--- src/rtl/prover_v_update_elem.sv ---
// prover_v_update_elem
// Serial fold element for the sum-check prover. It computes
// out = V0 + tau*(V1 - V0) mod Q for one shuffled pair. The product uses a
// bit-serial double-and-add multiplier that scans tau MSB-first.
//
// Ports:
//   clk    in   1      rising-edge clock
//   rst    in   1      synchronous active-high reset
//   en     in   1      start request, sampled only while ready=1
//   in_0   in   NBITS  V0, canonical (< Q)
//   in_1   in   NBITS  V1, canonical (< Q)
//   tau    in   NBITS  round challenge, canonical (< Q)
//   out    out  NBITS  registered folded result, held until the next ADD edge
//   ready  out  1      idle; out holds the last completed result
//
// state | meaning
// IDLE  | waiting for en; out holds the last result
// SUB   | d <- (a1 - a0) mod Q, clear accumulator, load bit counter
// MUL   | one double-and-add step per edge over t, MSB first
// ADD   | out <- (acc + a0) mod Q, then return to IDLE

`ifndef F_NBITS
`define F_NBITS 16
`endif
`ifndef F_Q
`define F_Q 16'd65521
`endif

module prover_v_update_elem #(
    parameter int                NBITS = `F_NBITS,
    parameter logic [NBITS-1:0]  Q     = `F_Q
) (
    input  logic             clk,
    input  logic             rst,
    input  logic             en,
    input  logic [NBITS-1:0] in_0,
    input  logic [NBITS-1:0] in_1,
    input  logic [NBITS-1:0] tau,
    output logic [NBITS-1:0] out,
    output logic             ready
);

    localparam int CW = (NBITS > 1) ? $clog2(NBITS) : 1;

    typedef enum logic [1:0] {
        IDLE = 2'd0,
        SUB  = 2'd1,
        MUL  = 2'd2,
        ADD  = 2'd3
    } state_t;

    state_t state, state_nxt;

    logic [NBITS-1:0] a0, a1, t, d, acc;
    logic [CW-1:0]    cnt;

    logic accept, do_sub, do_mul, do_add;

    // State register
    always_ff @(posedge clk) begin
        if (rst) state <= IDLE;
        else     state <= state_nxt;
    end

    // Next-state logic
    always_comb begin
        state_nxt = state;
        case (state)
            IDLE: if (en)         state_nxt = SUB;
            SUB:                  state_nxt = MUL;
            MUL:  if (cnt == '0)  state_nxt = ADD;
            ADD:                  state_nxt = IDLE;
            default:              state_nxt = IDLE;
        endcase
    end

    // Output / control decode
    always_comb begin
        ready  = 1'b0;
        accept = 1'b0;
        do_sub = 1'b0;
        do_mul = 1'b0;
        do_add = 1'b0;
        case (state)
            IDLE: begin
                ready  = 1'b1;
                accept = en;
            end
            SUB:     do_sub = 1'b1;
            MUL:     do_mul = 1'b1;
            ADD:     do_add = 1'b1;
            default: ready  = 1'b0;
        endcase
    end

    // One multiplier step. With acc < Q and d < Q the doubled sum stays
    // below 3Q, so two conditional subtractions bring it back under Q.
    logic [NBITS+1:0] qx, s, s1, s2;
    always_comb begin
        qx = {2'b00, Q};
        s  = {1'b0, acc, 1'b0} + {2'b00, (d & {NBITS{t[cnt]}})};
        s1 = (s  >= qx) ? (s  - qx) : s;
        s2 = (s1 >= qx) ? (s1 - qx) : s1;
    end

    logic [NBITS:0] sum_add, sum_red;
    always_comb begin
        sum_add = {1'b0, acc} + {1'b0, a0};
        sum_red = (sum_add >= {1'b0, Q}) ? (sum_add - {1'b0, Q}) : sum_add;
    end

    // Datapath registers
    always_ff @(posedge clk) begin
        if (rst) begin
            a0  <= '0;
            a1  <= '0;
            t   <= '0;
            d   <= '0;
            acc <= '0;
            cnt <= '0;
            out <= '0;
        end else begin
            if (accept) begin
                a0 <= in_0;
                a1 <= in_1;
                t  <= tau;
            end
            if (do_sub) begin
                // Modular wrap: when a1 < a0 the NBITS-bit difference plus Q
                // lands back in [0, Q) after natural truncation.
                if (a1 >= a0) d <= a1 - a0;
                else          d <= a1 - a0 + Q;
                acc <= '0;
                cnt <= CW'(NBITS - 1);
            end
            if (do_mul) begin
                acc <= s2[NBITS-1:0];
                cnt <= cnt - 1'b1;
            end
            if (do_add) begin
                out <= sum_red[NBITS-1:0];
            end
        end
    end

endmodule
--- config.mk ---
export PLATFORM = sky130hd
export DESIGN_NAME = prover_v_update_elem
export DESIGN_NICKNAME = d
export VERILOG_FILES = /design/src/rtl/prover_v_update_elem.sv
export SDC_FILE = /design/constraint.sdc
export NUM_CORES = 1
export LEC_CHECK = 0
export CELL_PAD_IN_SITES_DETAIL_PLACEMENT = 0
export CELL_PAD_IN_SITES_GLOBAL_PLACEMENT = 2
export CORE_UTILIZATION = 30
export DETAILED_ROUTE_END_ITERATION = 6
export PLACE_DENSITY = 0.72
export SYNTH_ARGS = -nofsm -noshare
export SYNTH_HDL_FRONTEND = slang
export SYNTH_SLANG_ARGS = --single-unit
--- constraint.sdc ---
create_clock -name clk -period 11.4 [get_ports clk]
set_input_delay 2.28 -clock clk [delete_from_list [all_inputs] [get_ports clk]]
set_output_delay 2.28 -clock clk [all_outputs]
set_load 0.05 [all_outputs]
==> impl_metrics.csv, run 1 <==
group,metric,value,unit
outcome,outcome,"finished, final reports clean",
final_layout,num-fill-cells,2987,
setup_path,worst_r2r_startpoint,"cnt[1]",
route,firstDrtPassIters,5,
synthesis,syn_nets,1207,
synthesis,ys_warn_count,0,
synthesis,synthCells,1094,
placed_design,dpl.hpwl,20.2,mm
synthesis,synth_top_cell_area_share,24.0,%
grt,grt_pass1_wl,41.1,mm
setup_path,crit_path_max_fanout,16,
synthesis,synth.ff_latch_count,102,
die,coreArea,27900,µm²
grt,grt_max_degree,87,
sta,skew,0.0147,ns
setup_path,r2r-end,"acc[1]",
setup_path,end_kind,"flip-flop",
synthesis,synth_top_cell_by_area,"dfxtp_1",
final_layout,antenna_cells,0,
synthesis,synth_edf_count,0,
power,cellPowerDensity,178,nW/µm²
power,power.total,1.74,mW
sta,tightest_slew,1.18,ns
setup_path,reg2reg_depth,19,
route,routed_wl,25.7,mm
placed_design,globalplace.congestion,0.836,
route,via_count,7933,
final_layout,multi_input_area,6070,µm²
clock_network,cts_hold_buffers,0,
power,ir_worst_vdd,180,µV
clock_network,postCtsSetupBuffers,0,
grt,grt_overflow,0,
final_layout,fin_nets,1242,
power,power_leakage,3.76,nW
sta,relSlewSlack,20.0,%
die,dieArea,29100,µm²
min_path,min_to,"t[0]",
setup_path,critPathLaunchType,"flip-flop",
clock_network,htree_levels,3,
sta,slew_viol_final,0,
synthesis,seq_area_frac_synth,24.0,%
setup_path,cp.required,11.64,ns
setup_path,critPathKind,"reg2reg",
sta,timing.fmax,147,MHz
sta,timing.final.crit_share,59.7,%
sta,finalSetupTns,0,ns
sta,hold_viol,0,
die,io_pins,68,
grt,grt_pass1_vias,7625,
route,final_antenna_net_count,0,
route,drc_errors,0,
synthesis,syn_area,8510,µm²
clock_network,cts_max_path_buffers,2,
min_path,holdPathStages,2,
run,cap_viol_max_count,0,
min_path,hp-start,"t[0]",
final_layout,final_core_util,35.1,%
die,fp-row-count,61,
final_layout,regArea,2040,µm²
die,die_y,170,µm
final_layout,drive_gt1_share,5.11,%
clock_network,ctsResizeCount,0,
grt,grt_usage,18.1,%
synthesis,synthArstFlopShare,0,%
clock_network,clock_sinks,102,
clock_network,clk_pin_slew_worst_paths,0.08,ns
sta,setup_viol,0,
clock_network,numCtsBuffers,9,
grt,grt_antenna_before_repair,0,
synthesis,synth_flop_cell,"dfxtp_1",
min_path,min_path_type,"reg2reg",
setup_path,arrival,7.05,ns
clock_network,cts-root-buf,"clkbuf_16",
sta,period_needed,6.81,ns
route,wl_per_cell,17.0,µm
final_layout,final_cell_mix,"165 x nand2_1, 102 x dfxtp_1, 88 x a21oi_1",
sta,whs,0.454,ns
route,dr.first_iter.drc_count,449,
setup_path,r2r_setup_slack,4.59,ns
clock_network,clkLatencyLatePin,0.36,ns
sta,rsz0062_at_grt,"no",
placed_design,pre_cts_ws,4.63,ns
route,vias_per_cell,5.25,
sta,fin_ws,4.59,ns
clock_network,cts_tree,"yes",
final_layout,syn_to_final_growth,14.8,%
placed_design,numPortBuffers,67,
synthesis,syn_area_per_cell,7.78,µm²
synthesis,synthTopCellsByArea,"dfxtp_1 24%, ha_1 8.7%, nand2_1 7.3%",
die,initial_utilization,30.6,%
final_layout,layout_commonest_cell,"nand2_1",
die,die_x,170,µm
synthesis,synth_cell_types,95,
[per-layer routing]
metal / global-route usage, % / up-vias / part of all wire (%)
met3: 2.51 / 24 / 2.9
met4: 4.47 / 0 / 1.6
li1: - / 4103 / -
met1: 24.3 / 3674 / 49
met5: 0 / - / 0
met2: 30.2 / 132 / 47
[power breakdown]
group          internal, mW  switching (mW)
combinational         0.359           0.570
clock                 0.154           0.161
sequential            0.430          0.0658
total                 0.943           0.796
[cell usage after synthesis (15+ instances only)]
| master | count |
|---|---|
| nor2_1 | 72 |
| nand2_1 | 165 |
| xnor2_1 | 45 |
| a21oi_1 | 88 |
| and2_1 | 28 |
| a211oi_1 | 27 |
| a21o_1 | 18 |
| inv_1 | 49 |
| o21ai_0 | 25 |
| ha_1 | 59 |
| dfxtp_1 | 102 |
| nor3_1 | 28 |
| nand3_1 | 31 |
| or3_1 | 15 |
| clkbuf_1 | 30 |
[worst max-delay path, cell delays in order (launching register included)]
cell	delay, ns
dfxtp_1	0.49
mux4_2	0.53
mux2i_1	0.22
o21ai_1	0.30
and2_1	0.29
ha_1	0.23
fa_1	0.48
a211oi_2	0.35
o21a_1	0.22
xnor2_1	0.20
and4_1	0.38
nand4_1	0.36
o31ai_4	0.76
o21ai_0	0.31
ha_1	0.33
nor2b_1	0.16
a21boi_1	0.15
nor4b_4	0.45
nor3_1	0.10
or3_1	0.37
[through the flow]
stage                     cell area (µm²)  std cells
after CTS                            9770       1512
after floorplan                      8510       1094
final                                9770       1512
after global placement               9480       1496
after global routing                 9770       1512
after detailed placement             9480       1496
[final cells by class]
class	instances	area share (%)
multi-input cells	893	62.1
flip-flops and latches	102	20.9
repair buffers	72	7.20
well taps	378	4.84
clock buffers	9	2.31
inverters	51	1.96
clock inverters	7	0.679
[how the worst max path moves through the flow]
stage	startpoint	end	slack, ns
after global routing	cnt[1]	acc[15]	4.01
final	cnt[1]	acc[1]	4.59
after CTS	cnt[1]	acc[1]	4.60
after detailed placement	cnt[1]	acc[1]	4.63
after global placement	cnt[1]	acc[1]	4.80
after floorplan	cnt[1]	acc[15]	5.62
[cells by family (layout without fill, tap and decap cells)]
logic type      Yosys count  after routing  synth area share [%]
compound gates          312            312                  27.1
simple gates            443            443                  26.1
fa+ha+maj                62             62                  9.38
buf+inv                  99            139                  4.73
flops                   102            102                  24.0
mux                      17             17                  2.68
xor+xnor                 59             59                  6.07
[registers in the layout (all words and copies together), names as in the netlist]
name   count
a1        16
state      2
out       16
d         16
t         16
acc       16
a0        16
cnt        4
Power figures use the tool's default switching activity.
==> run 2: changes to the inputs <==
==> constraint.sdc (replaced) <==
create_clock -name clk -period 6.71 [get_ports clk]
set_input_delay 1.342 -clock clk [delete_from_list [all_inputs] [get_ports clk]]
set_output_delay 1.342 -clock clk [all_outputs]
set_load 0.05 [all_outputs]
==> run 2 against run 1 <==
Routed wire length up 0.80%. Cell area rose by 0.67%. Combinational power up 71%. Flip-flop and latch count stayed put. Fmax is 9.6% higher. Critical path type unchanged. Largest cell class unchanged.
==> impl_metrics.csv, run 2 (synthesized netlist as in run 1, its figures left out) <==
group,metric,value,unit
outcome,outcome,"finished, final reports clean",
final_layout,num-fill-cells,2984,
final_layout,final-instance-count-excl-fill,1516,
placed_design,pre_cts_ws,0.554,ns
min_path,min_path_type,"reg2reg",
sta,timing.fmax,161,MHz
power,ir_worst_vdd,248,µV
setup_path,critPathTopFamily,"compound AO/OA/AOI/OAI gates",
route,vias_per_cell,5.29,
sta,timing.final.crit_share,92.6,%
final_layout,final_cell_mix,"165 x nand2_1, 102 x dfxtp_1, 88 x a21oi_1",
clock_network,htree_levels,3,
die,dieArea,29100,µm²
die,fp-row-count,61,
clock_network,postCtsSetupBuffers,0,
setup_path,slowest_delay,0.55,ns
run,cap_viol_max_count,0,
power,cellPowerDensity,306,nW/µm²
sta,setup_viol,0,
clock_network,cts_hold_buffers,0,
route,via_count,8023,
grt,grt_pass1_vias,7616,
final_layout,layout_commonest_cell,"nand2_1",
setup_path,path_cells,"mux4_2, mux2i_1, o21ai_1, and2_1, ha_1, fa_1, a211oi_2, o21a_1, xnor2_1, and4_1, nand4_1, o31ai_4, nand2_1, o21ai_0, ha_1, nor2b_1, o311a_1, a2bb2oi_2, nor2_1, and4_1, a221o_1",
placed_design,dpl_cell_area,9510,µm²
sta,rsz0062_at_grt,"no",
route,wl_per_cell,17.1,µm
placed_design,globalplace.congestion,0.838,
final_layout,antenna_cells,0,
clock_network,clock_sinks,102,
clock_network,cts_tree,"yes",
placed_design,numPortBuffers,67,
setup_path,critPathKind,"reg2reg",
sta,hold_viol,0,
clock_network,cts_max_path_buffers,2,
grt,grt_overflow,0,
die,io_pins,68,
sta,finalSetupTns,0,ns
final_layout,stdcell_area,9830,µm²
sta,tightest_slew,1.20,ns
setup_path,critPathLaunchType,"flip-flop",
clock_network,clkLatencyLatePin,0.36,ns
placed_design,place_inst,1500,
die,die_x,170,µm
final_layout,final_core_util,35.3,%
clock_network,numCtsBuffers,9,
sta,skew,0.0162,ns
sta,slew_viol_final,0,
die,initial_utilization,30.6,%
route,routed_wl,25.9,mm
placed_design,dpl.hpwl,20.8,mm
grt,grt_antenna_before_repair,0,
sta,fin_ws,0.498,ns
power,power.total,3.00,mW
route,dr.first_iter.drc_count,337,
setup_path,cp.required,6.95,ns
route,firstDrtPassIters,5,
final_layout,syn_to_final_growth,15.5,%
sta,relSlewSlack,18.7,%
die,die_y,170,µm
grt,grt_pass1_wl,41.4,mm
clock_network,ctsResizeCount,0,
setup_path,path_buf_inv,0,
sta,period_needed,6.21,ns
die,coreArea,27900,µm²
power,power_leakage,3.80,nW
grt,grt_max_degree,49,
final_layout,drive_gt1_share,5.45,%
route,final_antenna_net_count,0,
sta,whs,0.457,ns
setup_path,arrival,6.45,ns
setup_path,end_kind,"flip-flop",
final_layout,fin_nets,1246,
clock_network,clk_pin_slew_worst_paths,0.09,ns
clock_network,cts-root-buf,"clkbuf_16",
setup_path,crit_slowest_cell,"mux4_2",
setup_path,crit_path_max_fanout,8,
grt,grt_usage,18.1,%
route,drc_errors,0,
## run 2: per-layer routing
layer | share of wire (%) | routed length (µm) | vias to the layer above | GRT usage [%]
met5 | 0 | 0 | - | 0
met2 | 47 | 12000 | 106 | 30.3
met3 | 2.3 | 585 | 28 | 2.19
met1 | 49 | 12800 | 3787 | 24.4
met4 | 1.9 | 499 | 0 | 5.01
li1 | - | - | 4102 | -
## run 2: final timing paths
check        slack, ns       to  cells after the start    from
max               0.50  acc[15]                     21  cnt[1]
max reg2reg       0.50  acc[15]                     21  cnt[1]
min reg2reg       0.46    t[15]                      2   t[15]
min               0.46    t[15]                      2   t[15]
## run 2: cell type report
cell class / count / area (µm²) / area share (%)
clock buffer: 9 / 225 / 2.29
clock inverter: 7 / 101 / 1.03
inverter: 51 / 191 / 1.95
multi-input combinational: 893 / 6070 / 61.7
sequential: 102 / 2040 / 20.8
tap: 378 / 473 / 4.81
timing repair buffer: 76 / 733 / 7.46
## run 2: power by group
group / switching (mW) / leakage, nW / internal [mW]
logic: 0.977 / 2.81 / 0.612
registers: 0.123 / 0.833 / 0.731
clock network: 0.289 / 0.156 / 0.272
total: 1.39 / 3.80 / 1.62
## run 2: worst reg2reg max path, cell delays in order (launching register included)
cell and delay, ns:
dfxtp_1 0.51, mux4_2 0.55, mux2i_1 0.19, o21ai_1 0.17, and2_1 0.21, ha_1 0.22, fa_1 0.47, a211oi_2 0.34
o21a_1 0.23, xnor2_1 0.20, and4_1 0.39, nand4_1 0.38, o31ai_4 0.41, nand2_1 0.08, o21ai_0 0.15, ha_1 0.28
nor2b_1 0.21, o311a_1 0.21, a2bb2oi_2 0.29, nor2_1 0.10, and4_1 0.21, a221o_1 0.28
